[src/rtl/rtc_bus_controller_pkg.sv]
// rtc_bus_controller_pkg: shared state encodings and default phase timings.
//   state_e     : controller states IDLE..DONE
//   T_PULSE_DEF : default strobe phase length in clk cycles
//   T_GAP_DEF   : default inactive-bus gap length in clk cycles
package rtc_bus_controller_pkg;
    typedef enum logic [2:0] {
        S_IDLE = 3'd0,
        S_ADDR = 3'd1,
        S_GAP1 = 3'd2,
        S_DATA = 3'd3,
        S_GAP2 = 3'd4,
        S_DONE = 3'd5
    } state_e;
    localparam int unsigned T_PULSE_DEF = 4;
    localparam int unsigned T_GAP_DEF   = 2;
endpackage

[src/rtl/rtc_phase_timer.sv]
// rtc_phase_timer: down-counter timing one bus phase.
//   clk, rst_n  : clock, async active-low reset
//   load_i      : load load_val_i (phase length) on this edge
//   load_val_i  : phase length in cycles, 1..255
//   tc_o        : high during the last cycle of the loaded phase
module rtc_phase_timer (
    input  logic       clk,
    input  logic       rst_n,
    input  logic       load_i,
    input  logic [7:0] load_val_i,
    output logic       tc_o
);
    logic [7:0] cnt_q, cnt_d;

    always_comb begin
        cnt_d = load_i ? load_val_i : (cnt_q != 8'd0 ? cnt_q - 8'd1 : cnt_q);
    end

    // A phase of N cycles starts with N loaded, so count 1 marks its last cycle.
    assign tc_o = cnt_q == 8'd1;

    always_ff @(posedge clk or negedge rst_n) begin
        if (!rst_n) cnt_q <= 8'd0;
        else        cnt_q <= cnt_d;
    end
endmodule

[src/rtl/rtc_bus_controller.sv]
// rtc_bus_controller: sequences one read or write on a multiplexed RTC bus.
//   clk, rst_n          : clock, async active-low reset
//   start_i             : request a transaction (sampled in IDLE)
//   wr_rd_i             : 1 = write, 0 = read (sampled with start_i)
//   addr_i, wdata_i     : register address and write data (sampled with start_i)
//   ad_in_i             : bus input side
//   ad_out_o, ad_oe_o   : bus output side and its enable
//   cs_n_o, ad_n_o,
//   rd_n_o, wr_n_o      : active-low chip select, address select, read/write strobes
//   busy_o, done_o      : transaction in progress, one-cycle completion pulse
//   rtc_dato_o, hold_o  : last byte read, low for one cycle to let it be captured
module rtc_bus_controller
    import rtc_bus_controller_pkg::*;
#(
    parameter int unsigned T_PULSE = T_PULSE_DEF,
    parameter int unsigned T_GAP   = T_GAP_DEF
) (
    input  logic       clk,
    input  logic       rst_n,
    input  logic       start_i,
    input  logic       wr_rd_i,
    input  logic [7:0] addr_i,
    input  logic [7:0] wdata_i,
    input  logic [7:0] ad_in_i,
    output logic [7:0] ad_out_o,
    output logic       ad_oe_o,
    output logic       cs_n_o,
    output logic       ad_n_o,
    output logic       rd_n_o,
    output logic       wr_n_o,
    output logic       busy_o,
    output logic       done_o,
    output logic [7:0] rtc_dato_o,
    output logic       hold_o
);
    localparam logic [7:0] PULSE = 8'(T_PULSE);
    localparam logic [7:0] GAP   = 8'(T_GAP);

    state_e     state_q, state_d;
    logic       load, tc;
    logic [7:0] load_val;
    logic       wr_q, wr_d;
    logic [7:0] addr_q, addr_d, wdata_q, wdata_d;
    logic [7:0] ad_out_q, ad_out_d, rtc_dato_q, rtc_dato_d;
    logic       ad_oe_q, ad_oe_d, cs_n_q, cs_n_d, ad_n_q, ad_n_d;
    logic       rd_n_q, rd_n_d, wr_n_q, wr_n_d;
    logic       busy_q, busy_d, done_q, done_d, hold_q, hold_d;
    logic       in_addr, in_wdata, in_rdata;

    rtc_phase_timer u_timer (
        .clk       (clk),
        .rst_n     (rst_n),
        .load_i    (load),
        .load_val_i(load_val),
        .tc_o      (tc)
    );

    always_comb begin
        state_d  = state_q;
        load     = 1'b0;
        load_val = 8'd0;
        case (state_q)
            S_IDLE: if (start_i) begin state_d = S_ADDR; load = 1'b1; load_val = PULSE; end
            S_ADDR: if (tc)      begin state_d = S_GAP1; load = 1'b1; load_val = GAP;   end
            S_GAP1: if (tc)      begin state_d = S_DATA; load = 1'b1; load_val = PULSE; end
            S_DATA: if (tc)      begin state_d = S_GAP2; load = 1'b1; load_val = GAP;   end
            S_GAP2: if (tc)      state_d = S_DONE;
            default:             state_d = S_IDLE;
        endcase
    end

    // Request fields are captured only when a transaction is accepted.
    assign wr_d    = (state_q == S_IDLE && start_i) ? wr_rd_i : wr_q;
    assign addr_d  = (state_q == S_IDLE && start_i) ? addr_i  : addr_q;
    assign wdata_d = (state_q == S_IDLE && start_i) ? wdata_i : wdata_q;

    // Bus outputs are registered from the current state, so the pins trail
    // the state register by one cycle and never see a path from the inputs.
    assign in_addr  = state_q == S_ADDR;
    assign in_wdata = state_q == S_DATA && wr_q;
    assign in_rdata = state_q == S_DATA && !wr_q;

    always_comb begin
        cs_n_d   = !(in_addr || in_wdata || in_rdata);
        ad_n_d   = !in_addr;
        wr_n_d   = !(in_addr || in_wdata);
        rd_n_d   = !in_rdata;
        ad_oe_d  = in_addr || in_wdata;
        ad_out_d = in_addr ? addr_q : (in_wdata ? wdata_q : 8'h00);
        busy_d   = state_q != S_IDLE;
        done_d   = state_q == S_DONE;
        hold_d   = !(state_q == S_DONE && !wr_q);
        // Sample the bus on the edge that ends the read strobe.
        rtc_dato_d = (!rd_n_q && rd_n_d) ? ad_in_i : rtc_dato_q;
    end

    always_ff @(posedge clk or negedge rst_n) begin
        if (!rst_n) begin
            state_q    <= S_IDLE;
            wr_q       <= 1'b0;
            addr_q     <= 8'h00;
            wdata_q    <= 8'h00;
            ad_out_q   <= 8'h00;
            ad_oe_q    <= 1'b0;
            cs_n_q     <= 1'b1;
            ad_n_q     <= 1'b1;
            rd_n_q     <= 1'b1;
            wr_n_q     <= 1'b1;
            busy_q     <= 1'b0;
            done_q     <= 1'b0;
            hold_q     <= 1'b1;
            rtc_dato_q <= 8'h00;
        end else begin
            state_q    <= state_d;
            wr_q       <= wr_d;
            addr_q     <= addr_d;
            wdata_q    <= wdata_d;
            ad_out_q   <= ad_out_d;
            ad_oe_q    <= ad_oe_d;
            cs_n_q     <= cs_n_d;
            ad_n_q     <= ad_n_d;
            rd_n_q     <= rd_n_d;
            wr_n_q     <= wr_n_d;
            busy_q     <= busy_d;
            done_q     <= done_d;
            hold_q     <= hold_d;
            rtc_dato_q <= rtc_dato_d;
        end
    end

    assign ad_out_o   = ad_out_q;
    assign ad_oe_o    = ad_oe_q;
    assign cs_n_o     = cs_n_q;
    assign ad_n_o     = ad_n_q;
    assign rd_n_o     = rd_n_q;
    assign wr_n_o     = wr_n_q;
    assign busy_o     = busy_q;
    assign done_o     = done_q;
    assign hold_o     = hold_q;
    assign rtc_dato_o = rtc_dato_q;
endmodule

[config.mk]
export PLATFORM = sky130hd
export DESIGN_NAME = rtc_bus_controller
export DESIGN_NICKNAME = d
export VERILOG_FILES = /design/src/rtl/rtc_bus_controller_pkg.sv /design/src/rtl/rtc_phase_timer.sv /design/src/rtl/rtc_bus_controller.sv
export SDC_FILE = /design/constraint.sdc
export NUM_CORES = 1
export LEC_CHECK = 0
export BUFFER_PORTS_ARGS = -buffer_cell sky130_fd_sc_hd__buf_4
export CAP_MARGIN = 20
export CORE_MARGIN = 1
export CORE_UTILIZATION = 40
export DETAILED_ROUTE_END_ITERATION = 12
export GPL_TIMING_DRIVEN = 0
export SLEW_MARGIN = 0
export SYNTH_ARGS = -nofsm -noshare
export SYNTH_HDL_FRONTEND = slang
export SYNTH_SLANG_ARGS = --single-unit
[constraint.sdc]
create_clock -name clk -period 3.96 [get_ports clk]
set_input_delay 0.792 -clock clk [delete_from_list [all_inputs] [get_ports clk]]
set_output_delay 0.792 -clock clk [all_outputs]
set_load 0.005 [all_outputs]
==> results.tsv, run 1 <==
metric	value	unit
grt-ovfl-total	0	
chipHeight	75.1	um
grt.total_usage	16.1	%
ys_warn_count	0	
path_class	reg2reg	
final-max-slew-violation-count	0	
wire_per_inst	14.5	um
syn_nets	189	
cts_root_buf	clkbuf_8	
drc	0	
crit_arrival	2210	ps
syn_avg_cell_area	13.5	um2
start_util	41.6	%
firstDrtPassIters	4	
synth_area	2140	um2
clk-insertion-delay-late	300	ps
io_pins	52	
r2r_cells	6	
fmax	507	MHz
rrSetupSlack	1990	ps
ys_seq_area_share	61.2	%
drt_iter0_markers	66	
cts_buffers	5	
drive_gt1_share	44.2	%
dpl.hpwl	2900	um
vias_per_cell	4.87	
area_delta_synth_final	26.1	%
die_width	75.1	um
antenna_cells	0	
finalSetupViolCount	0	
crit_fanout	5	
cts_buffer_depth	2	
postSynthCellCount	158	
dp_cells	279	
combPwrFrac	41.5	%
sw_frac_of_total	33.5	%
num_rows	26	
power.leakage	1.23	nW
grt_pass1_vias	1403	
utilization	52.4	%
post-route-period-util	49.8	%
drt_wl_total	4160	um
clock_skew	12.3	ps
r2r_start	u_timer.cnt_q[0]$_DFFE_PN0P_	
place.gp.congestion	0.779	
p_switching	0.693	mW
final_cell_mix	53 x buf_4, 47 x dfrtp_1, 22 x mux2_2	
relSlewSlack	52.0	%
drtAntennaViolNets	0	
io_buffers	51	
cts_hold_buffers	0	
final_cells	287	
clkSlewWorstSetupHoldPaths	100	ps
clock_power_share	14.1	%
synth_area_leaders	dfrtp_1 55%, mux2_2 12%, dfstp_2 6.2%	
powerDensity	768	nW/um2
hold_viol	0	
yosysUniqueCellTypes	34	
fillers	480	
end_kind	flip-flop	
p_seq_share	44.3	%
grt_antenna_before_repair	0	
cts_resized	0	
cts_tree	yes	
crit_path_start_kind	flip-flop	
outcome	completed	
clock_sinks	52	
tightest_slew	717	ps
total_power	2.07	mW
hold_ws	499	ps
final_common_cell	buf_4	
vias	1399	
crit_required	4200	ps
maxCapViolations	0	
yosysTopAreaCellShare	55.1	%
grt_pass1_wl	6580	um
grt_max_degree	53	
p_int	1.38	mW
timing.rr.end	u_timer.cnt_q[6]$_DFFE_PN0P_	
post-route-min-period	1970	ps
core	5140	um2
post_cts_buffers	0	
htree_levels	2	
fin_nets	247	
die-area	5640	um2
netlist.top_cell.by_area	dfrtp_1	
vdd_drop_max	0.360	mV
ys_ff_latch	52	
finalSetupTns	0	ps
rsz0062_at_grt	no	
hold_path.class	in2async	
-- cells by family after synthesis --
logic type	Yosys count	synth area share (%)
DFF	52	61.2
and+or+nand+nor	33	9.20
AOI/OAI and AO/OA	27	9.61
muxes	26	13.7
buffers and inverters	13	2.87
xor gates and xnor gates	4	1.64
adders and majority gates	3	1.76
-- area by class of cell --
type	instances	area, um2	share of cell area, %
Sequential cell	52	1310	48.5
Multi-Input combinational cell	93	767	28.5
Timing Repair Buffer	51	383	14.2
Tap cell	70	87.6	3.25
Clock buffer	5	68.8	2.55
Buffer	6	35.0	1.30
Inverter	7	26.3	0.975
Clock inverter	3	18.8	0.697
-- power groups by stage --
stage,clock [mW],sequential (mW),combinational [mW]
CTS,0.307,0.920,0.871
global placement,0,0.915,0.836
global route,0.327,0.949,0.959
floorplan,0,0.911,0.555
finish,0.293,0.917,0.859
detailed placement,0,0.930,0.865
-- how the worst max path moves through the flow --
stage	startpoint	end	slack, ps	cells after the start
6_report	u_timer.cnt_q[0]$_DFFE_PN0P_	u_timer.cnt_q[6]$_DFFE_PN0P_	1990	6
3_3_place_gp	start_i	addr_q[7]$_DFFE_PN0P_	1870	5
2_1_floorplan	start_i	addr_q[1]$_DFFE_PN0P_	2120	4
3_5_place_dp	start_i	addr_q[7]$_DFFE_PN0P_	1810	5
4_1_cts	u_timer.cnt_q[1]$_DFFE_PN0P_	u_timer.cnt_q[6]$_DFFE_PN0P_	1980	6
5_1_grt	u_timer.cnt_q[6]$_DFFE_PN0P_	u_timer.cnt_q[1]$_DFFE_PN0P_	1880	4
-- routing by layer --
layer	vias up	GRT usage (%)	part of all wire, %
li1	675	-	-
met1	678	20.4	45
met2	37	25.4	48
met3	9	4.82	4.6
met4	0	7.76	2.3
met5	-	0	0
-- stage by stage --
stage	worst slack [ps]	area (um2)
global placement	1870	2610
CTS	1980	2690
global route	1880	2690
floorplan	2120	2140
detailed placement	1810	2610
finish	1990	2690
-- cells in the mapped netlist --
| library cell | count |
|---|---|
| a41oi_1 | 2 |
| inv_1 | 7 |
| o22ai_1 | 1 |
| o31ai_4 | 1 |
| nor2b_1 | 2 |
| buf_2 | 4 |
| or4_4 | 1 |
| dfstp_2 | 5 |
| mux2_2 | 22 |
| nor4_4 | 1 |
| a211oi_1 | 2 |
| ha_1 | 3 |
| nand4_1 | 1 |
| dfrtp_1 | 47 |
| a2bb2oi_1 | 1 |
| nand3_1 | 1 |
| o21ai_0 | 4 |
| nand2b_1 | 2 |
| a22o_1 | 8 |
| mux2_1 | 4 |
| o31ai_1 | 1 |
| nor4b_1 | 1 |
| buf_4 | 2 |
| nor2_1 | 11 |
| xnor2_1 | 3 |
| a211o_1 | 1 |
| or3_1 | 4 |
| a21oi_1 | 6 |
| or4_1 | 1 |
| xor2_1 | 1 |
| nand2_1 | 5 |
| nand3_2 | 1 |
| or3b_1 | 1 |
| nand3b_1 | 1 |
-- flip-flops by register name, indices dropped and copies added, names as in the netlist --
| register | flops |
|---|---|
| hold_o | 1 |
| addr_q | 8 |
| ad_oe_o | 1 |
| state_q | 3 |
| rtc_dato_o | 8 |
| done_o | 1 |
| wr_q | 1 |
| u_timer.cnt_q | 8 |
| wdata_q | 8 |
| ad_out_o | 8 |
| wr_n_o | 1 |
| busy_o | 1 |
| ad_n_o | 1 |
| rd_n_o | 1 |
| cs_n_o | 1 |
-- worst max-delay path, cell delays in order (launching register included) --
cell and delay, ps:
dfrtp_1 450, inv_1 110, ha_1 200, or3b_1 400, or3_1 350, a211o_1 290, a21oi_1 120
Note: power is estimated with default switching activity, not from simulation.
==> run 2: changes to the inputs <==
Settings changed: PLACE_DENSITY set to 0.65.
Clock period 3.96 ns to 1.8 ns, I/O delays scaled along.
==> run 2 against run 1 <==
The flow now finishes with violations (setup timing). Critical path depth did not move. Clock skew rose by 5.3 ps. Setup slack got worse by 2000 ps. Final cell count grew 2.8%. Register-to-register slack worse by 2000 ps. Highest routed layer unchanged.
==> results.tsv, run 2 (synthesis gave the netlist of run 1 again) <==
metric	value	unit	change
clock_power_share	14.6	%	+0.5 points
clock_skew	17.6	ps	+5.29 ps
grt.total_usage	15.5	%	-0.61 points
hold_viol	0		unchanged
vdd_drop_max	0.763	mV	+110%
htree_levels	2		unchanged
p_seq_share	42.1	%	-2.2 points
grt-ovfl-total	0		unchanged
drt_iter0_markers	61		-7.6%
drt_wl_total	3950	um	-5.2%
clock_sinks	52		unchanged
core	5140	um2	unchanged
die_width	75.1	um	unchanged
dpl_worst_slack	-132	ps	-1940 ps
cts_buffer_depth	2		unchanged
tightest_slew	638	ps	-78.6 ps
crit_path_start_kind	flip-flop		
start_util	41.6	%	unchanged
fillers	468		-2.5%
final_cell_mix	62 x buf_4, 47 x dfrtp_1, 22 x mux2_2		
powerDensity	1700	nW/um2	+120%
clk-insertion-delay-late	310	ps	about the same
fin_nets	255		+3.2%
vias	1459		+4.3%
post-route-period-util	101	%	+52 points
antenna_cells	0		unchanged
place.gp.congestion	0.709		-9.0%
drtAntennaViolNets	0		unchanged
drive_gt1_share	49.3	%	+5.1 points
p_int	3.16	mW	+130%
vias_per_cell	4.95		+1.5%
utilization	54.3	%	+1.9 points
drc	0		unchanged
relSlewSlack	57.3	%	+5.3 points
clkSlewWorstSetupHoldPaths	100	ps	about the same
sw_frac_of_total	33.4	%	-0.14 points
grt_pass1_wl	6450	um	-2.0%
final.setup.worst_slack	-24.1	ps	-2010 ps
p_switching	1.58	mW	+130%
grt_antenna_before_repair	0		unchanged
grt_pass1_vias	1370		-2.4%
firstDrtPassIters	4		unchanged
power.leakage	1.28	nW	+3.5%
io_pins	52		unchanged
crit_fanout	3		-2
chipHeight	75.1	um	unchanged
end_kind	flip-flop		
cts_root_buf	clkbuf_8		
grt_max_degree	53		unchanged
io_buffers	51		unchanged
die-area	5640	um2	unchanged
area_delta_synth_final	30.6	%	
crit_required	2040	ps	-2160 ps
final-max-slew-violation-count	0		unchanged
maxCapViolations	0		unchanged
cts_hold_buffers	0		unchanged
final_common_cell	buf_4		
rsz0062_at_grt	yes		
total_power	4.74	mW	+130%
path_class	reg2reg		
dpl.hpwl	2730	um	-6.1%
hold_ws	67.0	ps	-432 ps
wire_per_inst	13.4	um	-7.8%
cts_buffers	5		unchanged
fmax	548	MHz	+8.0%
hold_path.class	in2async		
num_rows	26		unchanged
violations	setup timing		
post-route-min-period	1820	ps	-146 ps
combPwrFrac	43.2	%	+1.7 points
outcome	finished, violations left		
finalSetupViolCount	1		+1
cts_tree	yes		
crit_arrival	2070	ps	-140 ps
r2r_cells	6		unchanged
## run 2: changes by cell type in the layout (fill, tap and decap cells not counted), sizes merged
cell and delta:
buf +8, inv +1, clkinv -1
## run 2: power by group through the flow
stage	Combinational, mW	Clock [mW]	Sequential [mW]
after detailed placement	1.89	0	2.03
after global placement	1.85	0	2.02
after CTS	2.00	0.721	2.00
after global routing	2.30	0.759	2.07
final	2.05	0.694	2.00
after floorplan	1.22	0	2.01
## run 2: what timing repair did
action / 4_1_cts / 5_1_grt
endpoints found under the setup margin: 15 / 14
pin swaps: 1 / 0
resized for setup: 5 / 3
buffers inserted: 3 / 5
## run 2: stage by stage
| step | cell area (um2) | TNS (ps) | std cells |
|---|---|---|---|
| after global routing | 2790 | -83.3 | 295 |
| final | 2790 | -24.1 | 295 |
| after global placement | 2610 | -364 | 279 |
| after floorplan | 2140 | -2.64 | 158 |
| after detailed placement | 2610 | -359 | 279 |
| after CTS | 2740 | -35.9 | 290 |
## run 2: layer usage
metal	part of all wire, %	routed length [um]	track usage [%]
met1	45	1760	20.7
met2	48	1890	23.5
met3	6.9	272	5.76
met4	0.79	31	5.03
met5	0	0	0
## run 2: worst max-delay path: stages (launching register included)
cell and delay (ps):
dfrtp_1 400, inv_2 100, ha_4 150, or3b_4 380, or3_4 340, a211o_1 280
a21oi_2 110
## run 2: cell type report
class	count	area, um2	share of cell area [%]
Multi-Input combinational cell	93	793	28.4
Tap cell	70	87.6	3.14
Buffer	6	37.5	1.35
Clock buffer	5	68.8	2.47
Inverter	7	26.3	0.942
Sequential cell	52	1310	46.9
Timing Repair Buffer	59	443	15.9
Clock inverter	3	26.3	0.942
## run 2: worst paths after layout
path	from	slack, ps	end
max	u_timer.cnt_q[1]$_DFFE_PN0P_	-20	u_timer.cnt_q[6]$_DFFE_PN0P_
min	rst_n	70	u_timer.cnt_q[7]$_DFFE_PN0P_
max reg2reg	u_timer.cnt_q[1]$_DFFE_PN0P_	-20	u_timer.cnt_q[6]$_DFFE_PN0P_
min reg2reg	rtc_dato_o[6]$_DFFE_PN0P_	490	rtc_dato_o[6]$_DFFE_PN0P_
max in group asynchronous	rst_n	1300	rtc_dato_o[6]$_DFFE_PN0P_
min in group clk	wr_rd_i	270	wr_q$_DFFE_PN0P_
